File: src/rtl/fft_power_binner.sv
// fft_power_binner: |X|^2 per bin for the first 1024 bins of each 2048-sample FFT output block.
// Optional FFT_PWR_LOG2_EN adds a third stage that converts the power into a 10-bit log2 code.
module fft_power_binner (
    input  logic        clk,
    input  logic        rstn,
    input  logic        obstart,
    input  logic        outvalid,
    input  logic [15:0] dore,
    input  logic [15:0] doim,
    input  logic        except,
    output logic        pwr_valid,
    output logic [31:0] pwr_data,
    output logic [9:0]  pwr_bin,
    output logic        pwr_first,
    output logic        pwr_last,
    output logic        frame_done,
    output logic        frame_err,
    output logic        except_flag
);
    localparam logic [1:0] ST_IDLE  = 2'd0;
    localparam logic [1:0] ST_RUN   = 2'd1;
    localparam logic [1:0] ST_DRAIN = 2'd2;

    logic [1:0]  state;
    logic [1:0]  state_nxt;
    logic [10:0] cnt;
    logic [10:0] idx;
    logic        start;
    logic        accept;
    logic        restart;

    // A start always wins: it is the only way out of IDLE and also aborts a running block.
    assign start   = outvalid & obstart;
    assign accept  = start | (outvalid & (state != ST_IDLE));
    assign restart = start & (state != ST_IDLE);
    assign idx     = start ? 11'd0 : cnt;

    always_comb begin
        state_nxt = state;
        if (start) begin
            state_nxt = ST_RUN;
        end else if (accept && state == ST_RUN && idx == 11'd1023) begin
            state_nxt = ST_DRAIN;
        end else if (accept && state == ST_DRAIN && idx == 11'd2047) begin
            state_nxt = ST_IDLE;
        end
    end

    always_ff @(posedge clk) begin
        if (!rstn) begin
            state <= ST_IDLE;
            cnt   <= 11'd0;
        end else begin
            state <= state_nxt;
            if (accept) begin
                cnt <= idx + 11'd1;
            end
        end
    end

    always_ff @(posedge clk) begin
        if (!rstn) begin
            except_flag <= 1'b0;
        end else if (start && state == ST_IDLE) begin
            except_flag <= except;
        end else if (except && state != ST_IDLE) begin
            except_flag <= 1'b1;
        end
    end

    // Stage 1: registered squares. Sign-extend first so the product is full precision.
    logic signed [31:0] re_ext;
    logic signed [31:0] im_ext;
    logic [31:0]        s1_sq_re;
    logic [31:0]        s1_sq_im;
    logic [9:0]         s1_bin;
    logic               s1_emit;
    logic               s1_done;
    logic               s1_err;

    assign re_ext = {{16{dore[15]}}, dore};
    assign im_ext = {{16{doim[15]}}, doim};

    always_ff @(posedge clk) begin
        if (!rstn) begin
            s1_sq_re <= 32'd0;
            s1_sq_im <= 32'd0;
            s1_bin   <= 10'd0;
            s1_emit  <= 1'b0;
            s1_done  <= 1'b0;
            s1_err   <= 1'b0;
        end else begin
            s1_emit <= accept & ~idx[10];
            s1_done <= accept & (idx == 11'd2047);
            s1_err  <= restart;
            if (accept) begin
                s1_sq_re <= re_ext * re_ext;
                s1_sq_im <= im_ext * im_ext;
                s1_bin   <= idx[9:0];
            end
        end
    end

    // Stage 2: registered sum; data and bin hold while no bin is being emitted.
    logic        p2_valid;
    logic [31:0] p2_data;
    logic [9:0]  p2_bin;
    logic        p2_first;
    logic        p2_last;
    logic        p2_done;
    logic        p2_err;

    always_ff @(posedge clk) begin
        if (!rstn) begin
            p2_valid <= 1'b0;
            p2_data  <= 32'd0;
            p2_bin   <= 10'd0;
            p2_first <= 1'b0;
            p2_last  <= 1'b0;
            p2_done  <= 1'b0;
            p2_err   <= 1'b0;
        end else begin
            p2_valid <= s1_emit;
            p2_first <= s1_emit & (s1_bin == 10'd0);
            p2_last  <= s1_emit & (s1_bin == 10'd1023);
            p2_done  <= s1_done;
            p2_err   <= s1_err;
            if (s1_emit) begin
                p2_data <= s1_sq_re + s1_sq_im;
                p2_bin  <= s1_bin;
            end
        end
    end

`ifdef FFT_PWR_LOG2_EN
    // Stage 3: code = {leading-one position, next 5 bits below it}; zero power gives zero.
    logic [4:0] lead;
    logic [4:0] mant;

    always_comb begin
        lead = 5'd0;
        mant = 5'd0;
        for (int i = 0; i < 32; i++) begin
            if (p2_data[i]) lead = 5'(i);
        end
        for (int j = 0; j < 5; j++) begin
            if (lead > 5'(j)) mant[4-j] = p2_data[lead - 5'(j) - 5'd1];
        end
    end

    always_ff @(posedge clk) begin
        if (!rstn) begin
            pwr_valid  <= 1'b0;
            pwr_data   <= 32'd0;
            pwr_bin    <= 10'd0;
            pwr_first  <= 1'b0;
            pwr_last   <= 1'b0;
            frame_done <= 1'b0;
            frame_err  <= 1'b0;
        end else begin
            pwr_valid  <= p2_valid;
            pwr_first  <= p2_first;
            pwr_last   <= p2_last;
            frame_done <= p2_done;
            frame_err  <= p2_err;
            if (p2_valid) begin
                pwr_data <= {22'd0, lead, mant};
                pwr_bin  <= p2_bin;
            end
        end
    end
`else
    assign pwr_valid  = p2_valid;
    assign pwr_data   = p2_data;
    assign pwr_bin    = p2_bin;
    assign pwr_first  = p2_first;
    assign pwr_last   = p2_last;
    assign frame_done = p2_done;
    assign frame_err  = p2_err;
`endif

endmodule

File: config.mk
export PLATFORM = sky130hd
export DESIGN_NAME = fft_power_binner
export DESIGN_NICKNAME = d
export VERILOG_FILES = /design/src/rtl/fft_power_binner.sv
export SDC_FILE = /design/constraint.sdc
export NUM_CORES = 1
export LEC_CHECK = 0
export ABC_AREA = 0
export CAP_MARGIN = 30
export CORE_ASPECT_RATIO = 2
export CORE_UTILIZATION = 65
export CTS_CLUSTER_DIAMETER = 100
export DETAILED_ROUTE_END_ITERATION = 6
export PLACE_DENSITY = 0.93
export SLEW_MARGIN = 20
export SYNTH_ARGS = -nofsm -noshare
export SYNTH_HDL_FRONTEND = slang
export SYNTH_SLANG_ARGS = --single-unit
File: constraint.sdc
create_clock -name clk -period 9.7 [get_ports clk]
set_input_delay 2.425 -clock clk [delete_from_list [all_inputs] [get_ports clk]]
set_output_delay 2.425 -clock clk [all_outputs]
set_load 0.01 [all_outputs]
# Yosys cells after proc, flatten, opt, wreduce, memory -nomap -nowiden
# Index checks and enable logic that the tools add are counted.
# Widths: inputs -> output; s select.
# totals
in_bits,37
elab_cells,55
register_bits,138
# classes
n_mux,6
n_bitwise,10
n_eq_ne,5
mul,2
addsub,2
reduce_logical,13
# op_table
cell,count
$mul 16x16->32,2
$add 32x32->32,1
$add 11x1->11 const B,1
$eq 11x10->1 const B,1
$eq 11x11->1 const B,1
$mux 11,1
$eq 10x10->1 const B,1
$logic_not 10->1,1
$and 1x1->1,7
$logic_and 1x1->1,6
$reduce_bool 2->1,3
$mux 2,2
$mux 1,3
$reduce_bool 3->1,1
$eq 2x1->1 const B,1
$eq 2x2->1 const B,1
$logic_not 2->1,1
$not 1->1,2
$reduce_or 2->1,1
$or 1x1->1,1

# Logic depth before layout (Yosys ltp)
# logic_depth
depth_word,8
depth_mapped,24

# Least setup slack after synthesis
# No wires, ideal clock.
# synth_timing
path_type,input port to flip-flop
startpoint,input doim[15]
endpoint,register s1_sq_im[31]
slack_ps,1343
setup_ps,74
arrival_time_ps,8283
t_required_ps,9626
n_path_buf,3
path_stages,22
cell_sequence,clkbuf_1 -> buf_1 -> nand2_1 -> fa_1 -> inv_1 -> fa_1 -> fa_1 -> fa_1 -> fa_1 -> inv_1 -> fa_1 -> inv_1 -> ha_1 -> clkbuf_1 -> nand2_1 -> or3_1 -> o221a_2 -> nand2_1 -> a41oi_2 -> a21oi_1 -> or4_1 -> a31oi_1
# synth_between
elab_chain_cells,1
# synth_rtl
element,line_no,text
from (decl),9,"input logic [15:0] doim,"
$mul 16x16->32,98,s1_sq_im <= im_ext * im_ext;
to (signal assigned),98,
to (decl),75,logic [31:0] s1_sq_im;
# Every way passes these cells.
# A chain may end at the register's enable or synchronous reset.

# Final worst setup path
# layout_timing
startpoint,input dore[9]
endpoint,register s1_sq_re[28]
# layout_between
elab_chain_cells,1
# layout_rtl
element,line_no,text
from (decl),8,"input logic [15:0] dore,"
$mul 16x16->32,97,s1_sq_re <= re_ext * re_ext;
to (signal assigned),97,
to (decl),74,logic [31:0] s1_sq_re;
# Every way passes these cells.

==> results.md <==
* Crit path arrival time at 9.27 ns
* PortBufs at 84
* R2R depth at 10
* Filler cells at between 2k and 2.5k
* Syn Nets at 3383
* Crit Path Class: input port to flip-flop
* Initial core utilization at 66.20%
* Post-route ant nets at 0
* Register Area at 0.002724 mm^2
* R2R Path Start: s1_sq_re[3]
* Vias in the first global route at ~21k
* Grt ovf at 0
* Fmax at 0.1116 GHz
* Worst-path clk slew at 0.06 ns
* Minimum clock period at 8.959 ns
* GRT Overall Usage at between 30 and 40%
* Asr flop ratio synth at 0%
* Hold Crit Depth at 1
* CP max FO at 9
* Synth Area per Inst at 8.914 um^2
* Nets at 3451
* Max Cap Viol at 0
* Post-synth EDFFs at 0
* Hold_buf cts at 0
* Library cells used by synthesis at 60
* Drt pass-1 iters at 7
* Dpl cells at 3167
* Share of cells above drive strength 1 at 3.856%
* Yosys reg bits at 136
* RSZ-0062 raised after global routing: false
* Worst-margin pin slew at just over 0.9 ns
* Core ar. at 0.03593 mm^2
* Mapped cell area at between 0.02 and 0.025 mm^2
* GPL Wtd Cong at 1.037
* Post-CTS Setup Inserts at 0
* Top cells by count, synth: inv_1, fa_1, nand2_1
* Die X at 137.3 um
* Setup Skew at 0.007973 ns
* Initial antenna violation count at 1
* Number of H-tree levels at 4
* Main synth FF type: dfxtp_1
* Multi-input logic area at approximately 0.018 mm^2
* Hold Path End: frame_done
* Clock Latency Late Sink at about 0.42 ns
* Row count at slightly below 100
* Worst rel slew slack at between 30% and 40%
* # IOs at 85
* Count of final setup violators at 0
* CP Capture Type: flip-flop
* Global-route wire length before repair at 103.7 mm
* Max Buffers Root-to-Sink at 2
* Synth area leader: fa_1
* Post-DP HPWL at 51.69 mm
* Fin crit share at 92.36%
* Remaining DRCs at 0
* CTS Buf Count at 17
* Layout Cells excl Fill at 3200
* Root Buffer: clkbuf_16
* Status: complete, no violations
* Largest net degree at the start of global routing at 78
* Synth warn at 0
* Die area at about 0.037 mm^2
* Synthesized instance count at 2668
* Post-synthesis sequential area ratio at 11.45%
* Flop2flop setup slack at 6.67 ns
* Critical Path RT at 10.01 ns
* Worst r2r dst: pwr_data[30]
* Hold Crit Class: flip-flop to flip-flop
* Hold Crit Start: s1_done
* Avg WL per Cell at 19.61 um
* Startpoint types: input port
* CTS tree: yes
* Count leader, synth: inv_1
* Total Wirelength at 62.77 mm
* Final hold vios at 0
* TritonCTS Sinks at between 100 and 150
* Setup_tns at 0 ns
* Initial DRC count at roughly 1.1k
* # resized after CTS at 0
* Synth area leaders: fa_1, dfxtp_1, ha_1, inv_1, nand2_1
* P&R area growth vs syn at 8.628%
* Die H at around 270 um
* Vias at 18.98k
* Fin. max-slew vios at 0
* Via/cell ratio at approximately 6
* Synth top area share at 39.39%
worst max path at each step:
| stage | startpoint | endpoint | slack (ns) | cells past startpoint |
|---|---|---|---|---|
| after CTS | doim[2] | s1_sq_im[31] | 0.85 | 21 |
| after global placement | doim[1] | s1_sq_im[31] | 0.53 | 20 |
| after detailed placement | doim[2] | s1_sq_im[30] | 0.44 | 22 |
| after global routing | doim[2] | s1_sq_im[30] | 0.37 | 22 |
| final | dore[9] | s1_sq_re[28] | 0.74 | 20 |
| after floorplan | doim[15] | s1_sq_im[31] | 1.34 | 22 |
metal layers:
layer  wire, um  global-route usage, %
met4       6257                  31.69
met5          0                      0
met1      19540                  35.00
met3       3461                  4.990
met2      33500                  65.44
area by class of cell:
class                   count  share of cell area [%]
inverters                 646                   9.391
clock inverters            12                  0.4601
diodes                      1                0.009686
flip-flops and latches    136                   10.54
clock buffers              20                   1.768
repair buffers            133                   4.678
multi-input cells        1802                   70.97
well taps                 450                   2.179
worst max-delay path, cell delays in order:
cell	delay, ns
clkdlybuf4s50_1	0.68
nand2_1	0.24
inv_1	0.08
fa_1	0.53
inv_1	0.05
fa_1	0.56
fa_1	0.46
fa_1	0.55
inv_1	0.05
fa_1	0.49
fa_1	0.43
ha_1	0.37
a21oi_1	0.26
o21ai_0	0.22
nor2_1	0.19
a21boi_0	0.58
o221ai_1	0.32
o221ai_1	0.35
nor4_1	0.09
a311o_1	0.34
registers in the layout, indices dropped and copies added, names as in the netlist:
signal       count
pwr_data        32
s1_sq_im        31
s1_sq_re        31
cnt             11
pwr_bin         10
s1_bin          10
state            2
except_flag      1
frame_done       1
frame_err        1
pwr_first        1
pwr_last         1
pwr_valid        1
s1_done          1
s1_emit          1
s1_err           1
kinds of logic after synthesis:
kind of cell / Yosys count / synth area share (%)
flops: 136 / 11.45
mux: 30 / 1.263
compound gates: 324 / 8.770
xor+xnor: 106 / 3.904
simple gates: 664 / 12.65
buf+inv: 730 / 11.52
fa+ha+maj: 678 / 50.44
layout by cell type (no fill, tap or decap), drive strengths merged, types with 10 or more instances in the layout:
| cell | instances |
|---|---|
| a211oi | 15 |
| a21o | 37 |
| a21oi | 125 |
| a31o | 11 |
| and2 | 77 |
| and3 | 15 |
| buf | 49 |
| clkbuf | 20 |
| clkdlybuf4s50 | 84 |
| clkinv | 10 |
| dfxtp | 136 |
| fa | 468 |
| ha | 210 |
| inv | 645 |
| mux2i | 30 |
| nand2 | 276 |
| nand2b | 11 |
| nand3 | 41 |
| nand4 | 13 |
| nor2 | 161 |
| nor3 | 18 |
| o21a | 15 |
| o21ai | 52 |
| or3 | 15 |
| xnor2 | 83 |
| xor2 | 23 |
per-stage QoR:
stage | area, um^2 | hold WS, ns | utilization, % | setup WS, ns
final | 25830 | 0.4501 | 71.91 | 0.7410
after global routing | 25830 | 0.4729 | 71.91 | 0.3669
after CTS | 25830 | 0.4538 | 71.90 | 0.8460
after detailed placement | 25260 | 0.4202 | 70.30 | 0.4408
after global placement | 25260 | 0.4279 | 70.30 | 0.5255
after floorplan | 23780 | 0.4119 | - | 1.343
Power is left out: the tool's default activity adds up to more than one toggle a clock period on the data nets, which glitch-free logic cannot reach.
